[config.mk]
export PLATFORM = sky130hd
export DESIGN_NAME = clock_counters_param
export DESIGN_NICKNAME = d
export VERILOG_FILES = /design/src/rtl/clock_pkg.sv /design/src/rtl/bcd_mod_counter.sv /design/src/rtl/clock_counters_param.sv
export SDC_FILE = /design/constraint.sdc
export NUM_CORES = 1
export LEC_CHECK = 0
export ABC_AREA = 0
export BUFFER_PORTS_ARGS = -buffer_cell sky130_fd_sc_hd__buf_2
export CAP_MARGIN = 40
export CORE_MARGIN = 2
export CORE_UTILIZATION = 40
export DETAILED_ROUTE_END_ITERATION = 7
export GPL_ROUTABILITY_DRIVEN = 0
export PLACE_DENSITY = 0.61
export SYNTH_ARGS = -nofsm -noshare
export SYNTH_HDL_FRONTEND = slang
export SYNTH_SLANG_ARGS = --single-unit
[constraint.sdc]
create_clock -name i_Clock -period 3.47 [get_ports i_Clock]
set_clock_uncertainty 0.2 [all_clocks]
set_input_delay 1.041 -clock i_Clock [delete_from_list [all_inputs] [get_ports i_Clock]]
set_output_delay 1.041 -clock i_Clock [all_outputs]
set_load 0.005 [all_outputs]
[src/rtl/clock_pkg.sv]
// Shared definitions for the HH:MM:SS BCD time-of-day counter.
// Contents:
//   field_e          adjust field selector encoding (sec/min/hour/none)
//   bcd_time_t       packed layout of the 20-bit parallel load word
//   HOUR_MODE_*      legal values of the HOUR_MODE parameter
//   *_MAX / *_MIN    numeric limits of each time field
//   load_time_valid  range/BCD check applied to a parallel load word
package clock_pkg;

  typedef enum logic [1:0] {
    FIELD_SEC  = 2'd0,
    FIELD_MIN  = 2'd1,
    FIELD_HOUR = 2'd2,
    FIELD_NONE = 2'd3
  } field_e;

  localparam int HOUR_MODE_12 = 32'sd12;
  localparam int HOUR_MODE_24 = 32'sd24;

  localparam int SEC_MIN_MAX  = 32'sd59;
  localparam int HOUR24_MAX   = 32'sd23;
  localparam int HOUR12_MIN   = 32'sd1;
  localparam int HOUR12_MAX   = 32'sd12;

  localparam logic [3:0] BCD_DIGIT_MAX = 4'd9;
  localparam logic [2:0] BCD_TENS_MAX  = 3'd5;

  typedef struct packed {
    logic [1:0] tens_hour;
    logic [3:0] units_hour;
    logic [2:0] tens_min;
    logic [3:0] units_min;
    logic [2:0] tens_sec;
    logic [3:0] units_sec;
  } bcd_time_t;

  // A load word is usable only if every digit is a legal BCD digit for its
  // position and the hour lies in the range of the active hour mode.
  function automatic logic load_time_valid(input bcd_time_t t, input logic mode12);
    logic       digits_ok;
    logic       hour_ok;
    logic [5:0] hour_v;
    digits_ok = (t.units_hour <= BCD_DIGIT_MAX) &&
                (t.tens_min   <= BCD_TENS_MAX)  &&
                (t.units_min  <= BCD_DIGIT_MAX) &&
                (t.tens_sec   <= BCD_TENS_MAX)  &&
                (t.units_sec  <= BCD_DIGIT_MAX);
    hour_v = ({4'd0, t.tens_hour} * 6'd10) + {2'd0, t.units_hour};
    if (mode12) begin
      hour_ok = (hour_v >= 6'd1) && (hour_v <= 6'd12);
    end else begin
      hour_ok = (hour_v <= 6'd23);
    end
    return digits_ok && hour_ok;
  endfunction

endpackage

[src/rtl/bcd_mod_counter.sv]
// Two-digit BCD modulo counter covering MIN_VAL..MAX_VAL inclusive.
// Incrementing past MAX_VAL wraps to MIN_VAL, decrementing below MIN_VAL
// wraps to MAX_VAL. Load has priority over inc, inc over dec.
// Ports:
//   clk_i          clock
//   rst_i          synchronous active-high reset to RST_VAL
//   inc_i/dec_i    step up / down by one
//   load_i         parallel load of load_units_i/load_tens_i
//   units_o/tens_o registered BCD digits
//   carry_o        combinational: an increment is wrapping MAX_VAL->MIN_VAL
//   borrow_o       combinational: a decrement is wrapping MIN_VAL->MAX_VAL
module bcd_mod_counter
  import clock_pkg::*;
#(
  parameter int MIN_VAL = 32'sd0,
  parameter int MAX_VAL = 32'sd59,
  parameter int RST_VAL = 32'sd0,
  parameter int TENS_W  = 32'sd3
) (
  input  logic              clk_i,
  input  logic              rst_i,
  input  logic              inc_i,
  input  logic              dec_i,
  input  logic              load_i,
  input  logic [3:0]        load_units_i,
  input  logic [TENS_W-1:0] load_tens_i,
  output logic [3:0]        units_o,
  output logic [TENS_W-1:0] tens_o,
  output logic              carry_o,
  output logic              borrow_o
);

  localparam logic [3:0]        MIN_U = 4'(MIN_VAL % 10);
  localparam logic [TENS_W-1:0] MIN_T = TENS_W'(MIN_VAL / 10);
  localparam logic [3:0]        MAX_U = 4'(MAX_VAL % 10);
  localparam logic [TENS_W-1:0] MAX_T = TENS_W'(MAX_VAL / 10);
  localparam logic [3:0]        RST_U = 4'(RST_VAL % 10);
  localparam logic [TENS_W-1:0] RST_T = TENS_W'(RST_VAL / 10);
  localparam logic [TENS_W-1:0] TENS_ONE = TENS_W'(1);

  logic [3:0]        units_q, units_d;
  logic [TENS_W-1:0] tens_q, tens_d;
  logic              at_max_s, at_min_s;

  assign at_max_s = (units_q == MAX_U) && (tens_q == MAX_T);
  assign at_min_s = (units_q == MIN_U) && (tens_q == MIN_T);

  assign carry_o  = inc_i && !load_i && at_max_s;
  assign borrow_o = dec_i && !load_i && !inc_i && at_min_s;

  assign units_o = units_q;
  assign tens_o  = tens_q;

  // Next-state: load, else modulo step up, else modulo step down, else hold.
  always_comb begin
    units_d = units_q;
    tens_d  = tens_q;
    if (load_i) begin
      units_d = load_units_i;
      tens_d  = load_tens_i;
    end else if (inc_i) begin
      if (at_max_s) begin
        units_d = MIN_U;
        tens_d  = MIN_T;
      end else if (units_q == BCD_DIGIT_MAX) begin
        units_d = 4'd0;
        tens_d  = tens_q + TENS_ONE;
      end else begin
        units_d = units_q + 4'd1;
      end
    end else if (dec_i) begin
      if (at_min_s) begin
        units_d = MAX_U;
        tens_d  = MAX_T;
      end else if (units_q == 4'd0) begin
        units_d = BCD_DIGIT_MAX;
        tens_d  = tens_q - TENS_ONE;
      end else begin
        units_d = units_q - 4'd1;
      end
    end else begin
      units_d = units_q;
      tens_d  = tens_q;
    end
  end

  // Digit registers.
  always_ff @(posedge clk_i) begin
    if (rst_i) begin
      units_q <= RST_U;
      tens_q  <= RST_T;
    end else begin
      units_q <= units_d;
      tens_q  <= tens_d;
    end
  end

endmodule

[src/rtl/clock_counters_param.sv]
// HH:MM:SS BCD time-of-day counter with an internal 1 Hz prescaler,
// selectable 12/24-hour mode, per-field adjust and validated parallel load.
// Ports:
//   i_Clock, i_Reset          clock, synchronous active-high reset
//   i_Run                     enables the prescaler (time advances on ticks)
//   i_Adjust_Valid/_Field/_Down  one-cycle +/-1 on sec, min or hour (no carry)
//   i_Load, i_Load_Time, i_Load_PM  one-cycle parallel time load
//   o_Units_*/o_Tens_*        registered BCD time digits
//   o_PM                      PM flag (always 0 in 24-hour mode)
//   o_Tick                    pulse when the seconds advance from the prescaler
//   o_Day_Wrap                pulse when the time rolls into the next day
//   o_Load_Error              pulse when a load word is rejected
// Per-cycle priority is reset > load > adjust > tick; the losers are dropped.
module clock_counters_param
  import clock_pkg::*;
#(
  parameter int TICK_DIV  = 32'sd100_000_000,
  parameter int HOUR_MODE = 32'sd24
) (
  input  logic        i_Clock,
  input  logic        i_Reset,
  input  logic        i_Run,
  input  logic        i_Adjust_Valid,
  input  logic [1:0]  i_Adjust_Field,
  input  logic        i_Adjust_Down,
  input  logic        i_Load,
  input  logic [19:0] i_Load_Time,
  input  logic        i_Load_PM,
  output logic [3:0]  o_Units_Sec,
  output logic [2:0]  o_Tens_Sec,
  output logic [3:0]  o_Units_Min,
  output logic [2:0]  o_Tens_Min,
  output logic [3:0]  o_Units_Hour,
  output logic [1:0]  o_Tens_Hour,
  output logic        o_PM,
  output logic        o_Tick,
  output logic        o_Day_Wrap,
  output logic        o_Load_Error
);

  localparam logic MODE12  = (HOUR_MODE == HOUR_MODE_12);
  localparam int   PRESC_W = $clog2(TICK_DIV);
  localparam logic [PRESC_W-1:0] PRESC_LAST = PRESC_W'(TICK_DIV - 1);
  localparam logic [PRESC_W-1:0] PRESC_ONE  = PRESC_W'(1);

  // 12-hour display runs 12,01..11 and comes out of reset at 12.
  localparam int HOUR_MIN_V = MODE12 ? HOUR12_MIN : 32'sd0;
  localparam int HOUR_MAX_V = MODE12 ? HOUR12_MAX : HOUR24_MAX;
  localparam int HOUR_RST_V = MODE12 ? HOUR12_MAX : 32'sd0;

  logic [PRESC_W-1:0] presc_q, presc_d;
  logic               pm_q, pm_d;
  logic               tick_q, tick_d;
  logic               day_wrap_q, day_wrap_d;
  logic               load_err_q, load_err_d;

  bcd_time_t load_time_s;
  field_e    adj_field_s;
  logic      load_ok_s;
  logic      tick_due_s;
  logic      load_apply_s, load_reject_s, adj_apply_s, tick_apply_s;

  logic sec_inc_s, sec_dec_s, min_inc_s, min_dec_s, hour_inc_s, hour_dec_s;
  logic sec_carry_s, min_carry_s, hour_carry_s;
  logic sec_borrow_unused_s, min_borrow_unused_s, hour_borrow_unused_s;
  logic hour_is_11_s, pm_flip_s;

  assign load_time_s = bcd_time_t'(i_Load_Time);
  assign adj_field_s = field_e'(i_Adjust_Field);
  assign load_ok_s   = load_time_valid(load_time_s, MODE12);
  assign tick_due_s  = i_Run && (presc_q == PRESC_LAST);

  // Event arbitration: exactly one of load / adjust / tick acts per cycle.
  // An adjust of field 3 is a pure no-op and does not block the tick.
  always_comb begin
    load_apply_s  = 1'b0;
    load_reject_s = 1'b0;
    adj_apply_s   = 1'b0;
    tick_apply_s  = 1'b0;
    if (i_Load) begin
      if (load_ok_s) begin
        load_apply_s = 1'b1;
      end else begin
        load_reject_s = 1'b1;
      end
    end else if (i_Adjust_Valid && (adj_field_s != FIELD_NONE)) begin
      adj_apply_s = 1'b1;
    end else if (tick_due_s) begin
      tick_apply_s = 1'b1;
    end else begin
      tick_apply_s = 1'b0;
    end
  end

  // Carries only ripple on a tick; adjust steps never reach a neighbour field.
  assign sec_inc_s  = tick_apply_s ||
                      (adj_apply_s && (adj_field_s == FIELD_SEC) && !i_Adjust_Down);
  assign sec_dec_s  = adj_apply_s && (adj_field_s == FIELD_SEC) && i_Adjust_Down;
  assign min_inc_s  = (tick_apply_s && sec_carry_s) ||
                      (adj_apply_s && (adj_field_s == FIELD_MIN) && !i_Adjust_Down);
  assign min_dec_s  = adj_apply_s && (adj_field_s == FIELD_MIN) && i_Adjust_Down;
  assign hour_inc_s = (tick_apply_s && min_carry_s) ||
                      (adj_apply_s && (adj_field_s == FIELD_HOUR) && !i_Adjust_Down);
  assign hour_dec_s = adj_apply_s && (adj_field_s == FIELD_HOUR) && i_Adjust_Down;

  // In 12-hour mode the meridiem flips when a tick carries 11:59:59 into 12.
  assign hour_is_11_s = (o_Tens_Hour == 2'd1) && (o_Units_Hour == 4'd1);
  assign pm_flip_s    = MODE12 && tick_apply_s && min_carry_s && hour_is_11_s;

  bcd_mod_counter #(
    .MIN_VAL (32'sd0),
    .MAX_VAL (SEC_MIN_MAX),
    .RST_VAL (32'sd0),
    .TENS_W  (32'sd3)
  ) u_sec (
    .clk_i        (i_Clock),
    .rst_i        (i_Reset),
    .inc_i        (sec_inc_s),
    .dec_i        (sec_dec_s),
    .load_i       (load_apply_s),
    .load_units_i (load_time_s.units_sec),
    .load_tens_i  (load_time_s.tens_sec),
    .units_o      (o_Units_Sec),
    .tens_o       (o_Tens_Sec),
    .carry_o      (sec_carry_s),
    .borrow_o     (sec_borrow_unused_s)
  );

  bcd_mod_counter #(
    .MIN_VAL (32'sd0),
    .MAX_VAL (SEC_MIN_MAX),
    .RST_VAL (32'sd0),
    .TENS_W  (32'sd3)
  ) u_min (
    .clk_i        (i_Clock),
    .rst_i        (i_Reset),
    .inc_i        (min_inc_s),
    .dec_i        (min_dec_s),
    .load_i       (load_apply_s),
    .load_units_i (load_time_s.units_min),
    .load_tens_i  (load_time_s.tens_min),
    .units_o      (o_Units_Min),
    .tens_o       (o_Tens_Min),
    .carry_o      (min_carry_s),
    .borrow_o     (min_borrow_unused_s)
  );

  bcd_mod_counter #(
    .MIN_VAL (HOUR_MIN_V),
    .MAX_VAL (HOUR_MAX_V),
    .RST_VAL (HOUR_RST_V),
    .TENS_W  (32'sd2)
  ) u_hour (
    .clk_i        (i_Clock),
    .rst_i        (i_Reset),
    .inc_i        (hour_inc_s),
    .dec_i        (hour_dec_s),
    .load_i       (load_apply_s),
    .load_units_i (load_time_s.units_hour),
    .load_tens_i  (load_time_s.tens_hour),
    .units_o      (o_Units_Hour),
    .tens_o       (o_Tens_Hour),
    .carry_o      (hour_carry_s),
    .borrow_o     (hour_borrow_unused_s)
  );

  // Prescaler: restarts on an accepted load or a seconds adjust, holds on a
  // rejected load and while stopped, otherwise counts 0..TICK_DIV-1.
  always_comb begin
    presc_d = presc_q;
    if (i_Load) begin
      if (load_ok_s) begin
        presc_d = '0;
      end else begin
        presc_d = presc_q;
      end
    end else if (adj_apply_s && (adj_field_s == FIELD_SEC)) begin
      presc_d = '0;
    end else if (i_Run) begin
      if (presc_q == PRESC_LAST) begin
        presc_d = '0;
      end else begin
        presc_d = presc_q + PRESC_ONE;
      end
    end else begin
      presc_d = presc_q;
    end
  end

  // Meridiem flag: loaded, toggled at the 11->12 rollover, fixed 0 in 24h.
  always_comb begin
    pm_d = pm_q;
    if (!MODE12) begin
      pm_d = 1'b0;
    end else if (load_apply_s) begin
      pm_d = i_Load_PM;
    end else if (pm_flip_s) begin
      pm_d = ~pm_q;
    end else begin
      pm_d = pm_q;
    end
  end

  // Strobes: the day wraps at 23:59:59 in 24h, or on the PM->AM flip in 12h.
  always_comb begin
    tick_d     = tick_apply_s;
    load_err_d = load_reject_s;
    if (MODE12) begin
      day_wrap_d = pm_flip_s && pm_q;
    end else begin
      day_wrap_d = tick_apply_s && hour_carry_s;
    end
  end

  // Prescaler, meridiem and strobe registers.
  always_ff @(posedge i_Clock) begin
    if (i_Reset) begin
      presc_q    <= '0;
      pm_q       <= 1'b0;
      tick_q     <= 1'b0;
      day_wrap_q <= 1'b0;
      load_err_q <= 1'b0;
    end else begin
      presc_q    <= presc_d;
      pm_q       <= pm_d;
      tick_q     <= tick_d;
      day_wrap_q <= day_wrap_d;
      load_err_q <= load_err_d;
    end
  end

  assign o_PM         = pm_q;
  assign o_Tick       = tick_q;
  assign o_Day_Wrap   = day_wrap_q;
  assign o_Load_Error = load_err_q;

endmodule

==> results.md <==
- Outcome: complete, no violations
- DR vias: 4,034
- R2R Path End: presc_q[2]
- # hold bufs at CTS: 0
- Initial antenna violation count: 0
- Via density: 5.86
- Hold slack: 0.288 ns
- Global-route wire length before repair: 17,400 microns
- Iter 0 DRT Violations: 178
- Cell variety after synth: 64
- DRC violations left: 0
- Placed cells: 678
- Layout area overhead: 21.0%
- Tmin final: 3.41 ns
- Core area: 0.00924 sq mm
- Final Cycle Share: 0.983
- Nets: 613
- Total die area: 0.0103 sq mm
- PD cells: 295 mW/mm^2
- Clock sinks: 50
- Total Routing Usage GR: 0.208
- Worst Reg-to-Reg Cells: 7
- Worst slew margin: 0.543
- Layout cells sized above 1: 0.218
- Die height: 102 microns
- CP dominant cell by count: nand4_1
- Peak Freq: 0.293 GHz
- Syn Std Cell Area: 0.00381 sq mm
- Critical path type: input port to flop
- Post-DRT Antenna Nets: 0
- Max FO, Critical Path: 7
- Crit-path cells: buf_2 > ha_1 > inv_1 > fa_2 > nand3_1 > nand4_1 > o41ai_4 > buf_4 > nand4_1 > or3_1 > a21oi_2
- Setup TNS Final: 0 ns
- Cts bufs inserted: 5
- DR pass1 iterations: 5
- R2r setup slk: 0.46 ns
- Hold Crit Class: flop to flop
- TritonCTS clock tree: built
- Post-Syn Nets: 537
- CP endpoint: presc_q[20]
- Element type at the critical path end: flop
- Slowest CP cell: or3_1
- Non-filler cells, final: 688
- WP depth: 11
- Static Leak: 1.83 nW
- CTS root buf: clkbuf_8
- H-tree levels: 2
- IO buf count: 50
- Max-Cap Viols: 0
- Max incr delay on CP: 0.45 ns
- Die Span X: 102 microns
- Sequential area share after synthesis: 0.262
- Fillers: 928
- Rows: 35
- Crit path from: i_Load_Time[15]
- Most frequent cells in the layout: 50 x buf_2, 50 x dfxtp_1, 41 x buf_4, 39 x a21oi_1, 34 x nor2_1
- Final hold vios: 0
- WL/cell: 16.0 microns
- Pins Over Slew Limit: 0
- ANT cells: 0
- Drt total wl: 11,000 microns
- Synth Instances: 482
- Crit path DAT: 3.47 ns
- Final setup vio count: 0
- Reg-to-Reg Start: presc_q[19]
- Average size of a mapped cell: 7.91 sq um
- Vias in the first global route: 3,607
- Critical Path RT: 3.52 ns
- Clock buffer depth: 2
- Slew @ Worst Pin: 0.678 ns
- EDFF count, synth: 0
- Main flop type after synthesis: dfxtp_1
- Worst path top cell family by delay: simple AND/OR/NAND/NOR gates
- Number of I/O pins: 53
- HPWL Detailed: 8200 microns
- Synth warn: 0
- Max IR drop VDD: 175 uV
- Fraction of registers with async set/reset: 0
- CTS clk-pin slew, worst paths: 0.11 ns
- Worst-Skew Late Latency: 0.31 ns
- Grt total ovfl: 0
- FF+latch count, synth: 50
- Initial core utilization: 0.413
- Largest net degree at the start of global routing: 28
- CP Launch Type: input port
- Buffers & Inverters on Critical Path: 3
-- state kept, by name (all words and copies together), names as in the netlist --
signal          count
u_min.tens_o        3
o_Tick              1
presc_q            27
u_hour.units_o      4
o_Load_Error        1
u_sec.units_o       4
o_Day_Wrap          1
u_min.units_o       4
u_hour.tens_o       2
u_sec.tens_o        3
-- cell type report --
cell class | instances | area [sq um] | share of cell area
clock inverter | 3 | 47.5 | 0.0103
sequential | 50 | 1000 | 0.217
multi-input combinational | 382 | 2660 | 0.576
inverter | 27 | 101 | 0.0220
timing repair buffer | 92 | 578 | 0.125
clock buffer | 5 | 68.8 | 0.0149
tap | 129 | 161 | 0.0350
-- cells in the mapped netlist (all sizes together) (2+ instances only) --
master   number  share of area
nand3b        5         0.0098
dfxtp        50           0.26
nand2b        7          0.011
or2           3         0.0049
o41ai         4          0.011
xor2         14          0.032
a31oi         2         0.0033
a2111oi       7          0.016
or4b          2         0.0062
nand2        29          0.029
a211oi       22          0.043
nor3          9          0.015
and2          5         0.0082
a21oi        43          0.061
inv          26          0.026
a21o          3         0.0059
ha           25          0.082
o211a         5          0.013
o211ai        6          0.012
nand3        15          0.021
and4          5          0.011
or3           8          0.013
buf          11          0.015
o21ai        26          0.034
and3         15          0.025
nand4        21          0.034
nor4         11          0.022
mux2i         4          0.010
a22oi         2         0.0039
o31ai        10          0.020
or4           9          0.019
nor3b         2         0.0039
a221oi        8          0.018
nor2         35          0.034
a311oi        4         0.0092
clkbuf       12          0.012
-- how the worst min path moves through the flow --
stage	from	end	slack (ns)	cells after the start
floorplan	presc_q[1]	presc_q[1]	0.25	2
CTS	presc_q[1]	presc_q[1]	0.29	2
detailed placement	presc_q[1]	presc_q[1]	0.28	2
global placement	presc_q[1]	presc_q[1]	0.25	2
finish	presc_q[1]	presc_q[1]	0.29	2
global route	presc_q[18]	presc_q[18]	0.31	2
-- kinds of logic (layout without fill, tap and decap cells) --
family | Yosys count | count (layout) | share of synthesized area
AND/OR/NAND/NOR | 184 | 184 | 0.275
AO/OA/AOI/OAI | 152 | 152 | 0.276
flip-flops | 50 | 50 | 0.262
buffers and inverters | 50 | 127 | 0.0535
adder cells (fa/ha/maj) | 26 | 26 | 0.0873
XOR/XNOR | 15 | 15 | 0.0344
multiplexers | 4 | 4 | 0.0105
other | 1 | 1 | 0.000983
-- layer usage --
metal | track usage | wire length, microns | vias up
met1 | 0.290 | 5240 | 1931
met5 | 0 | 0 | -
li1 | - | - | 1992
met2 | 0.345 | 5230 | 103
met3 | 0.0304 | 506 | 8
met4 | 0.0343 | 65 | 0
-- through the flow --
step	total power (W)	area, sq um	setup WS (ns)	utilization
floorplan	0.000807	3850	0.00847	-
global placement	0.000914	4460	-0.228	0.483
detailed placement	0.000919	4460	-0.325	0.483
CTS	0.00137	4580	0.0129	0.496
global route	0.00143	4610	-0.0471	0.499
finish	0.00136	4610	0.0592	0.499
-- worst reg2reg max path, delay by kind of cell (launching register included) --
kind,cells,cell delay [ns]
AOI/OAI and AO/OA,1,0.58
and+or+nand+nor,5,1.58
DFF,1,0.36
buffers and inverters,1,0.18
-- power breakdown --
part | switching (W) | leakage [nW] | internal (W) | total, W
clock | 0.000225 | 0.0591 | 0.000221 | 0.000446
sequential | 0.0000254 | 0.405 | 0.000590 | 0.000615
combinational | 0.000169 | 1.36 | 0.000131 | 0.000300
-- timing repair --
action                                 CTS  global route
endpoints found under the hold margin    0             0
buffers inserted                         0             2
resized for setup                        0             7
setup endpoints to repair                0            18
(Power assumes the default switching activity.)
